## src/rtl/pipe_skid_reg_pkg.sv

```systemverilog
// Shared pipeline definitions: default stage widths and the skid-buffer state encoding.
package pipe_skid_reg_pkg;

    localparam int PIPE_DATA_W = 32;
    localparam int PIPE_NLANES = 3;
    localparam int PIPE_CTRL_W = 2;
    localparam int PIPE_RD_W   = 5;

    // Encoding doubles as the occupancy count (entries held).
    typedef enum logic [1:0] {
        ST_EMPTY = 2'd0,
        ST_ONE   = 2'd1,
        ST_TWO   = 2'd2
    } skid_state_e;

    // Flattened payload: all lanes, writeback select, write enable, destination index.
    function automatic int payload_width(input int dw, input int nl, input int cw, input int rw);
        return dw * nl + cw + 1 + rw;
    endfunction

endpackage

```

## src/rtl/pipe_payload_reg.sv

```systemverilog
// Enable-loaded payload register with asynchronous active-low clear.
module pipe_payload_reg #(
    parameter int W = 8
) (
    input  logic         clk,
    input  logic         rst,
    input  logic         i_en,
    input  logic [W-1:0] i_d,
    output logic [W-1:0] o_q
);

    logic [W-1:0] r_q;

    // Load on enable; clear while reset is held.
    always_ff @(posedge clk or negedge rst) begin
        if (!rst)
            r_q <= '0;
        else if (i_en)
            r_q <= i_d;
    end

    assign o_q = r_q;

endmodule

```

## src/rtl/pipe_skid_reg.sv

```systemverilog
// Two-entry skid pipeline register (main + skid) with registered ready/valid,
// flush, occupancy report and saturating upstream stall counter.
module pipe_skid_reg
    import pipe_skid_reg_pkg::*;
#(
    parameter int DATA_W = PIPE_DATA_W,
    parameter int NLANES = PIPE_NLANES,
    parameter int CTRL_W = PIPE_CTRL_W,
    parameter int RD_W   = PIPE_RD_W
) (
    input  logic                     clk,
    input  logic                     rst,
    input  logic                     flush,
    input  logic                     in_valid,
    output logic                     in_ready,
    input  logic [NLANES*DATA_W-1:0] in_data,
    input  logic [CTRL_W-1:0]        in_ctrl,
    input  logic                     in_we,
    input  logic [RD_W-1:0]          in_rd,
    output logic                     out_valid,
    input  logic                     out_ready,
    output logic [NLANES*DATA_W-1:0] out_data,
    output logic [CTRL_W-1:0]        out_ctrl,
    output logic                     out_we,
    output logic [RD_W-1:0]          out_rd,
    output logic [1:0]               occupancy,
    output logic [15:0]              stall_cnt
);

    localparam int PW    = payload_width(DATA_W, NLANES, CTRL_W, RD_W);
    localparam int LANES = NLANES * DATA_W;

    skid_state_e    r_state, w_state_nxt;
    logic           r_in_ready, r_out_valid;
    logic [15:0]    r_stall_cnt;

    logic           w_in_fire, w_out_fire;
    logic           w_main_en, w_skid_en, w_main_from_skid;
    logic [PW-1:0]  w_in_pay, w_main_d, w_main_q, w_skid_q;
    logic           w_main_we;

    assign w_in_fire  = in_valid & r_in_ready;
    assign w_out_fire = r_out_valid & out_ready;
    assign w_in_pay   = {in_data, in_ctrl, in_we, in_rd};
    assign w_main_d   = w_main_from_skid ? w_skid_q : w_in_pay;

    // Next-state and register-load decode; flush wins over any handshake.
    always_comb begin
        w_state_nxt      = r_state;
        w_main_en        = 1'b0;
        w_skid_en        = 1'b0;
        w_main_from_skid = 1'b0;
        case (r_state)
            ST_EMPTY: begin
                if (w_in_fire) begin
                    w_state_nxt = ST_ONE;
                    w_main_en   = 1'b1;
                end
            end
            ST_ONE: begin
                case ({w_in_fire, w_out_fire})
                    2'b11: w_main_en = 1'b1;
                    2'b10: begin
                        w_skid_en   = 1'b1;
                        w_state_nxt = ST_TWO;
                    end
                    2'b01: w_state_nxt = ST_EMPTY;
                    default: ;
                endcase
            end
            ST_TWO: begin
                // in_ready is low here, so only a drain can happen.
                if (w_out_fire) begin
                    w_state_nxt      = ST_ONE;
                    w_main_en        = 1'b1;
                    w_main_from_skid = 1'b1;
                end
            end
            default: w_state_nxt = ST_EMPTY;
        endcase
        if (flush)
            w_state_nxt = ST_EMPTY;
    end

    // State plus ready/valid flops decoded from the next state, so neither
    // handshake output has a combinational path from out_ready.
    always_ff @(posedge clk or negedge rst) begin
        if (!rst) begin
            r_state     <= ST_EMPTY;
            r_in_ready  <= 1'b1;
            r_out_valid <= 1'b0;
        end else begin
            r_state     <= w_state_nxt;
            r_in_ready  <= (w_state_nxt != ST_TWO);
            r_out_valid <= (w_state_nxt != ST_EMPTY);
        end
    end

    // Saturating count of cycles upstream was held off; flush does not touch it.
    always_ff @(posedge clk or negedge rst) begin
        if (!rst)
            r_stall_cnt <= '0;
        else if (in_valid && !r_in_ready && (r_stall_cnt != 16'hFFFF))
            r_stall_cnt <= r_stall_cnt + 16'd1;
    end

    pipe_payload_reg #(.W(PW)) u_main (
        .clk  (clk),
        .rst  (rst),
        .i_en (w_main_en),
        .i_d  (w_main_d),
        .o_q  (w_main_q)
    );

    pipe_payload_reg #(.W(PW)) u_skid (
        .clk  (clk),
        .rst  (rst),
        .i_en (w_skid_en),
        .i_d  (w_in_pay),
        .o_q  (w_skid_q)
    );

    assign out_data  = w_main_q[PW-1 -: LANES];
    assign out_ctrl  = w_main_q[RD_W+1 +: CTRL_W];
    assign w_main_we = w_main_q[RD_W];
    assign out_rd    = w_main_q[RD_W-1:0];
    // A stale write enable must never escape with an empty stage.
    assign out_we    = w_main_we & r_out_valid;

    assign out_valid = r_out_valid;
    assign in_ready  = r_in_ready;
    assign occupancy = r_state;
    assign stall_cnt = r_stall_cnt;

endmodule

```

## config.mk

```make
export PLATFORM = sky130hd
export DESIGN_NAME = pipe_skid_reg
export DESIGN_NICKNAME = d
export VERILOG_FILES = /design/src/rtl/pipe_skid_reg_pkg.sv /design/src/rtl/pipe_payload_reg.sv /design/src/rtl/pipe_skid_reg.sv
export SDC_FILE = /design/constraint.sdc
export NUM_CORES = 1
export LEC_CHECK = 0
export ABC_AREA = 1
export CELL_PAD_IN_SITES_DETAIL_PLACEMENT = 0
export CELL_PAD_IN_SITES_GLOBAL_PLACEMENT = 1
export CORE_MARGIN = 2
export CORE_UTILIZATION = 30
export CTS_BUF_LIST = sky130_fd_sc_hd__clkbuf_8
export DETAILED_ROUTE_END_ITERATION = 6
export PLACE_DENSITY = 0.71
export SLEW_MARGIN = 20
export SYNTH_ARGS = -nofsm -noshare
export SYNTH_HDL_FRONTEND = slang
export SYNTH_SLANG_ARGS = --single-unit
```

## constraint.sdc

```tcl
create_clock -name clk -period 1.38 [get_ports clk]
set_input_delay 0.414 -clock clk [delete_from_list [all_inputs] [get_ports clk]]
set_output_delay 0.414 -clock clk [all_outputs]
set_load 0.05 [all_outputs]
```

; ---- Word-level counts from Yosys, hierarchy flattened
; Cells that the tools add are included.
[word_totals]
reg_bits = 228
output_inout_bits = 124
inputBits = 109
elab_cells = 35
[op_classes]
bitwise_logic = 3
n_mux = 13
add_sub_neg = 1
n_eq_ne = 7
reduce_logical = 5
[ops]
columns = cell, count
row1 = $mux W104, 1
row2 = $add A16 B1 Y16 const B, 1
row3 = $ne A16 B16 Y1 const B, 1
row4 = $eq A2 B2 Y1 const B, 3
row5 = $mux W1, 6
row6 = $mux W2, 3
row7 = $pmux W2 S3, 1
row8 = $eq A2 B1 Y1 const B, 2
row9 = $pmux W2 S2, 1
row10 = $and A1 B1 Y1, 3
row11 = $pmux W1 S3, 1
row12 = $logic_and A1 B1 Y1, 2
row13 = $logic_not A2 Y1, 1
row14 = $ne A2 B2 Y1 const B, 1
row15 = $reduce_bool A2 Y1, 1
row16 = $logic_not A1 Y1, 1

; ---- Depth between registers and ports, before layout
[logic_depth]
depth_word = 6
depth_mapped = 9
depth_no_buf = 8

; ---- By module
; Synthesis repeated with hierarchy kept, for this count alone.
[hier_totals]
hier_cells = 1165
area_unflattened_um2 = 10337.4
[modules_own_cells]
columns = module, area_per_inst_um2, instances, cells_each
row1 = pipe_payload_reg, 3942.5, 2, 440
row2 = pipe_skid_reg, 2452.4, 1, 285

; ---- Least setup slack after synthesis
; No wires, ideal clock.
[synth_timing]
path_kind = register to register
startpoint = register r_stall_cnt[1] (netlist: stall_cnt[1])
endpoint = register r_stall_cnt[10] (netlist: stall_cnt[10])
path_buffers = 1
required_time_ps = 1248
arrival_ps = 1689
path_stages_with_launch = 10
slack_ps = -441
cell_sequence = dfrtp_1 ha_1 inv_1 nor2_1 nand3_1 nand2_1 nand2_1 clkbuf_1 nand2_1 o21ai_0
[synth_via]
elab_chain_len = 2
elab_cells_between_ends = 3
[synth_lines]
columns = element, line_no
row1 = "start, declared", pipe_skid_reg.sv:35  ; logic [15:0] r_stall_cnt;
row2 = "start signal, assigned", pipe_skid_reg.sv:104  ; r_stall_cnt <= r_stall_cnt + 16'd1;
row3 = "parallel branches: the longest is 2 deep, another holds $add A16 B1 Y16", --
; Parallel ways; which one is timed is not known.
; A chain may end at the register's enable or synchronous reset.

; ---- Final worst setup path
[layout_timing]
startpoint = register r_in_ready (netlist: in_ready)
endpoint = register u_main.r_q[27] (netlist: u_main.o_q[27])
[layout_via]
elab_chain_len = 4
elab_cells_between_ends = 5
[layout_lines]
columns = element, line_no
row1 = "start, declared", pipe_skid_reg.sv:34  ; logic r_in_ready, r_out_valid;
row2 = "start signal, assigned", pipe_skid_reg.sv:94  ; r_in_ready <= (w_state_nxt != ST_TWO);
row3 = $and A1 B1 Y1 *, pipe_skid_reg.sv:42  ; assign w_in_fire = in_valid & r_in_ready;
row4 = $eq A2 B2 Y1, pipe_skid_reg.sv:61  ; case ({w_in_fire, w_out_fire})
row5 = $mux W1, pipe_skid_reg.sv:61
row6 = $pmux W1 S3 *, pipe_skid_reg.sv:53  ; case (r_state)
row7 = "end signal, assigned", pipe_payload_reg.sv:19  ; r_q <= i_d;
row8 = "end, declared", pipe_payload_reg.sv:12  ; logic [W-1:0] r_q;
; Mark *: on every way between the ends. The rest lies on a longest branch, timed or not.

==> flow_metrics.tcl <==
set metrics [dict create \
    gp_congestion 0.767 \
    setup_ws_ns -0.419 \
    hold_violations 0 \
    fill_cells 2901 \
    dieArea_um2 37700 \
    synth.area.top_cells "dfrtp_1 (52%), nand2_1 (13%), nand3_1 (10%)" \
    leakagePower_uw 0.00909 \
    r2r_cells 10 \
    max_freq_mhz 556 \
    slowest_delay_ns 0.55 \
    fin_skew_ns 0.0445 \
    drc 0 \
    die_h_um 194 \
    drt_iter0_markers 636 \
    rsz0062_at_grt "yes" \
    cts_made_buffers 42 \
    status "complete, but fails checks" \
    crit_buf_inv 5 \
    clk_latency_ns 0.56 \
    start_util_pct 30.5 \
    syn_nets 1410 \
    crit_arrival_ns 2.24 \
    cts_tree "built" \
    netlist_instances 1300 \
    slew_viol_final 0 \
    p_per_area_nw_per_um2 1580 \
    ys_seq_area_share_pct 52.6 \
    min_period_ns 1.80 \
    first_global_vias 10400 \
    ys_warn_count 0 \
    grt_pass1_wl_um 59000 \
    die_w_um 194 \
    maxCapViolCount 0 \
    htree_num_levels 2 \
    hp-class "in2async" \
    final_core_util_pct 57.3 \
    num_rows 69 \
    clock-root-buffer "clkbuf_8" \
    irDropWorstVdd_mv 1.55 \
    finalPower_uw 32200 \
    crit_path_end_kind "flip-flop" \
    wl_per_cell_um 20.4 \
    synth_top_cell_area_share_pct 52.4 \
    cp_num_cells 10 \
    required_ns 1.82 \
    cp-start-kind "flip-flop" \
    critPathMaxFanout 5 \
    setup_violations 351 \
    cts_sinks 228 \
    io_buffers 232 \
    drive_gt1_share_pct 48.8 \
    grt_max_degree 53 \
    hpwl_um 21900 \
    grtUsageTotal_pct 19.6 \
    crit_chain "buf_6, nand2_4, nor2_4, nand2_4, buf_12, nand2_8, buf_12, buf_12, buf_16, a31oi_1" \
    syn_area_um2 10800 \
    grt_overflow_total 0 \
    mostFrequentLayoutCells "nand2_1 (193), dfrtp_1 (186), nand3_1 (176)" \
    clk_path_buf_depth 3 \
    final_nets 1773 \
    firstDrtPassIters 5 \
    crit_family "buffers and inverters" \
    dpl_cell_area_um2 14800 \
    path_clk_slew_ns 0.06 \
    antenna_found_initial 3 \
    vias 10800 \
    violations "setup timing" \
    slew_headroom_pct 75.1 \
    place_ws_ns -0.581 \
    ys_ff_latch 228 \
    tightest_slew_ns 0.374 \
    postRouteAntennaNets 0 \
    avgSynthCellArea_um2 8.34 \
    via_per_inst 5.03 \
    path_class "reg2reg" \
    final_common_cell "nand2_1" \
    pin_count 233 \
    area_growth_syn_to_layout_pct 88.1 \
    ys_types 20 \
    core-area_um2 35600 \
    slowest_stage "dfstp_2" \
    final_design_area_no_fill_um2 20400 \
    totalWireLength_um 44100 \
    period_share_pct 130 \
    synth_area_leader_cell "dfrtp_1" \
    cpMostUsedCell "buf_12" \
]
==> worst register-to-register path: stages (launching register included) <==
cell     delay [ns]
dfstp_2        0.55
buf_6          0.10
nand2_4        0.06
nor2_4         0.12
nand2_4        0.11
buf_12         0.15
nand2_8        0.08
buf_12         0.14
buf_12         0.14
buf_16         0.15
a31oi_1        0.08
==> flip-flops by register name, summed over array words and instances (netlist names) <==
register / flops
out_valid: 1
u_skid.o_q: 104
occupancy: 2
u_main.o_q: 104
in_ready: 1
stall_cnt: 16
==> metrics by stage <==
step,hold slack (ns),TNS [ns],cells
floorplan,0.118,-36.03,1300
global route,0.317,-109.88,2157
CTS,0.299,-96.39,2072
finish,0.310,-88.11,2158
global placement,0.316,-111.62,1883
detailed placement,0.316,-116.71,1883
==> worst paths after layout <==
path	startpoint	endpoint	slack, ns
hold / removal	rst	u_main.o_q[18]	0.31
min in group clk	flush	occupancy[1]	0.42
setup reg to reg	in_ready	u_main.o_q[27]	-0.42
hold reg to reg	u_skid.o_q[7]	u_skid.o_q[7]	0.48
max in group asynchronous	rst	stall_cnt[8]	0.41
setup / recovery	in_ready	u_main.o_q[27]	-0.42
==> repair_timing <==
item	4_1_cts	5_1_grt
endpoints found under the hold margin	22	0
hold buffers	1	0
resized for setup	98	486
setup endpoints to repair	349	352
setup buffers	82	71
gates cloned	30	38
pin swaps	27	99
==> kinds of logic after synthesis <==
| kind of cell | count (synthesis) | share of synthesized area [%] |
|---|---|---|
| adder cells (fa/ha/maj) | 1 | 0.115 |
| buffers and inverters | 215 | 11.8 |
| XOR/XNOR | 8 | 0.646 |
| flip-flops | 228 | 52.6 |
| AO/OA/AOI/OAI | 114 | 6.46 |
| AND/OR/NAND/NOR | 734 | 28.3 |
==> synth_stat cells (all sizes together) <==
cell type and number:
nand2 378, clkbuf 36, a31oi 104, dfrtp 227, nand3b 1, nand3 225, buf 159, nand4 4
nor2 126, o21ai 10, xor2 8, ha 1, dfstp 1, inv 20
==> layout make-up <==
cell class	instances	area, um^2	share of cell area [%]
Antenna cell	2	5.00	0.0245
Clock buffer	55	757	3.71
Clock inverter	21	109	0.534
Inverter	20	80.1	0.393
Multi-Input combinational cell	862	5660	27.8
Sequential cell	228	5760	28.2
Tap cell	461	577	2.83
Timing Repair Buffer	509	7450	36.5
==> layer usage <==
metal	vias up	share of wire (%)	global-route usage (%)
li1	4964	-	-
met1	5379	40	25.0
met2	413	52	33.5
met3	90	5.7	3.65
met4	0	2.7	6.40
met5	-	0	0
==> where the power goes <==
group / total [uW] / switching, uW / internal (uW)
registers: 10800 / 2040 / 8740
clock network: 6670 / 3080 / 3590
logic: 14700 / 7160 / 7550
total: 32200 / 12300 / 19900
No activity file was read; power rests on OpenSTA's default activity.
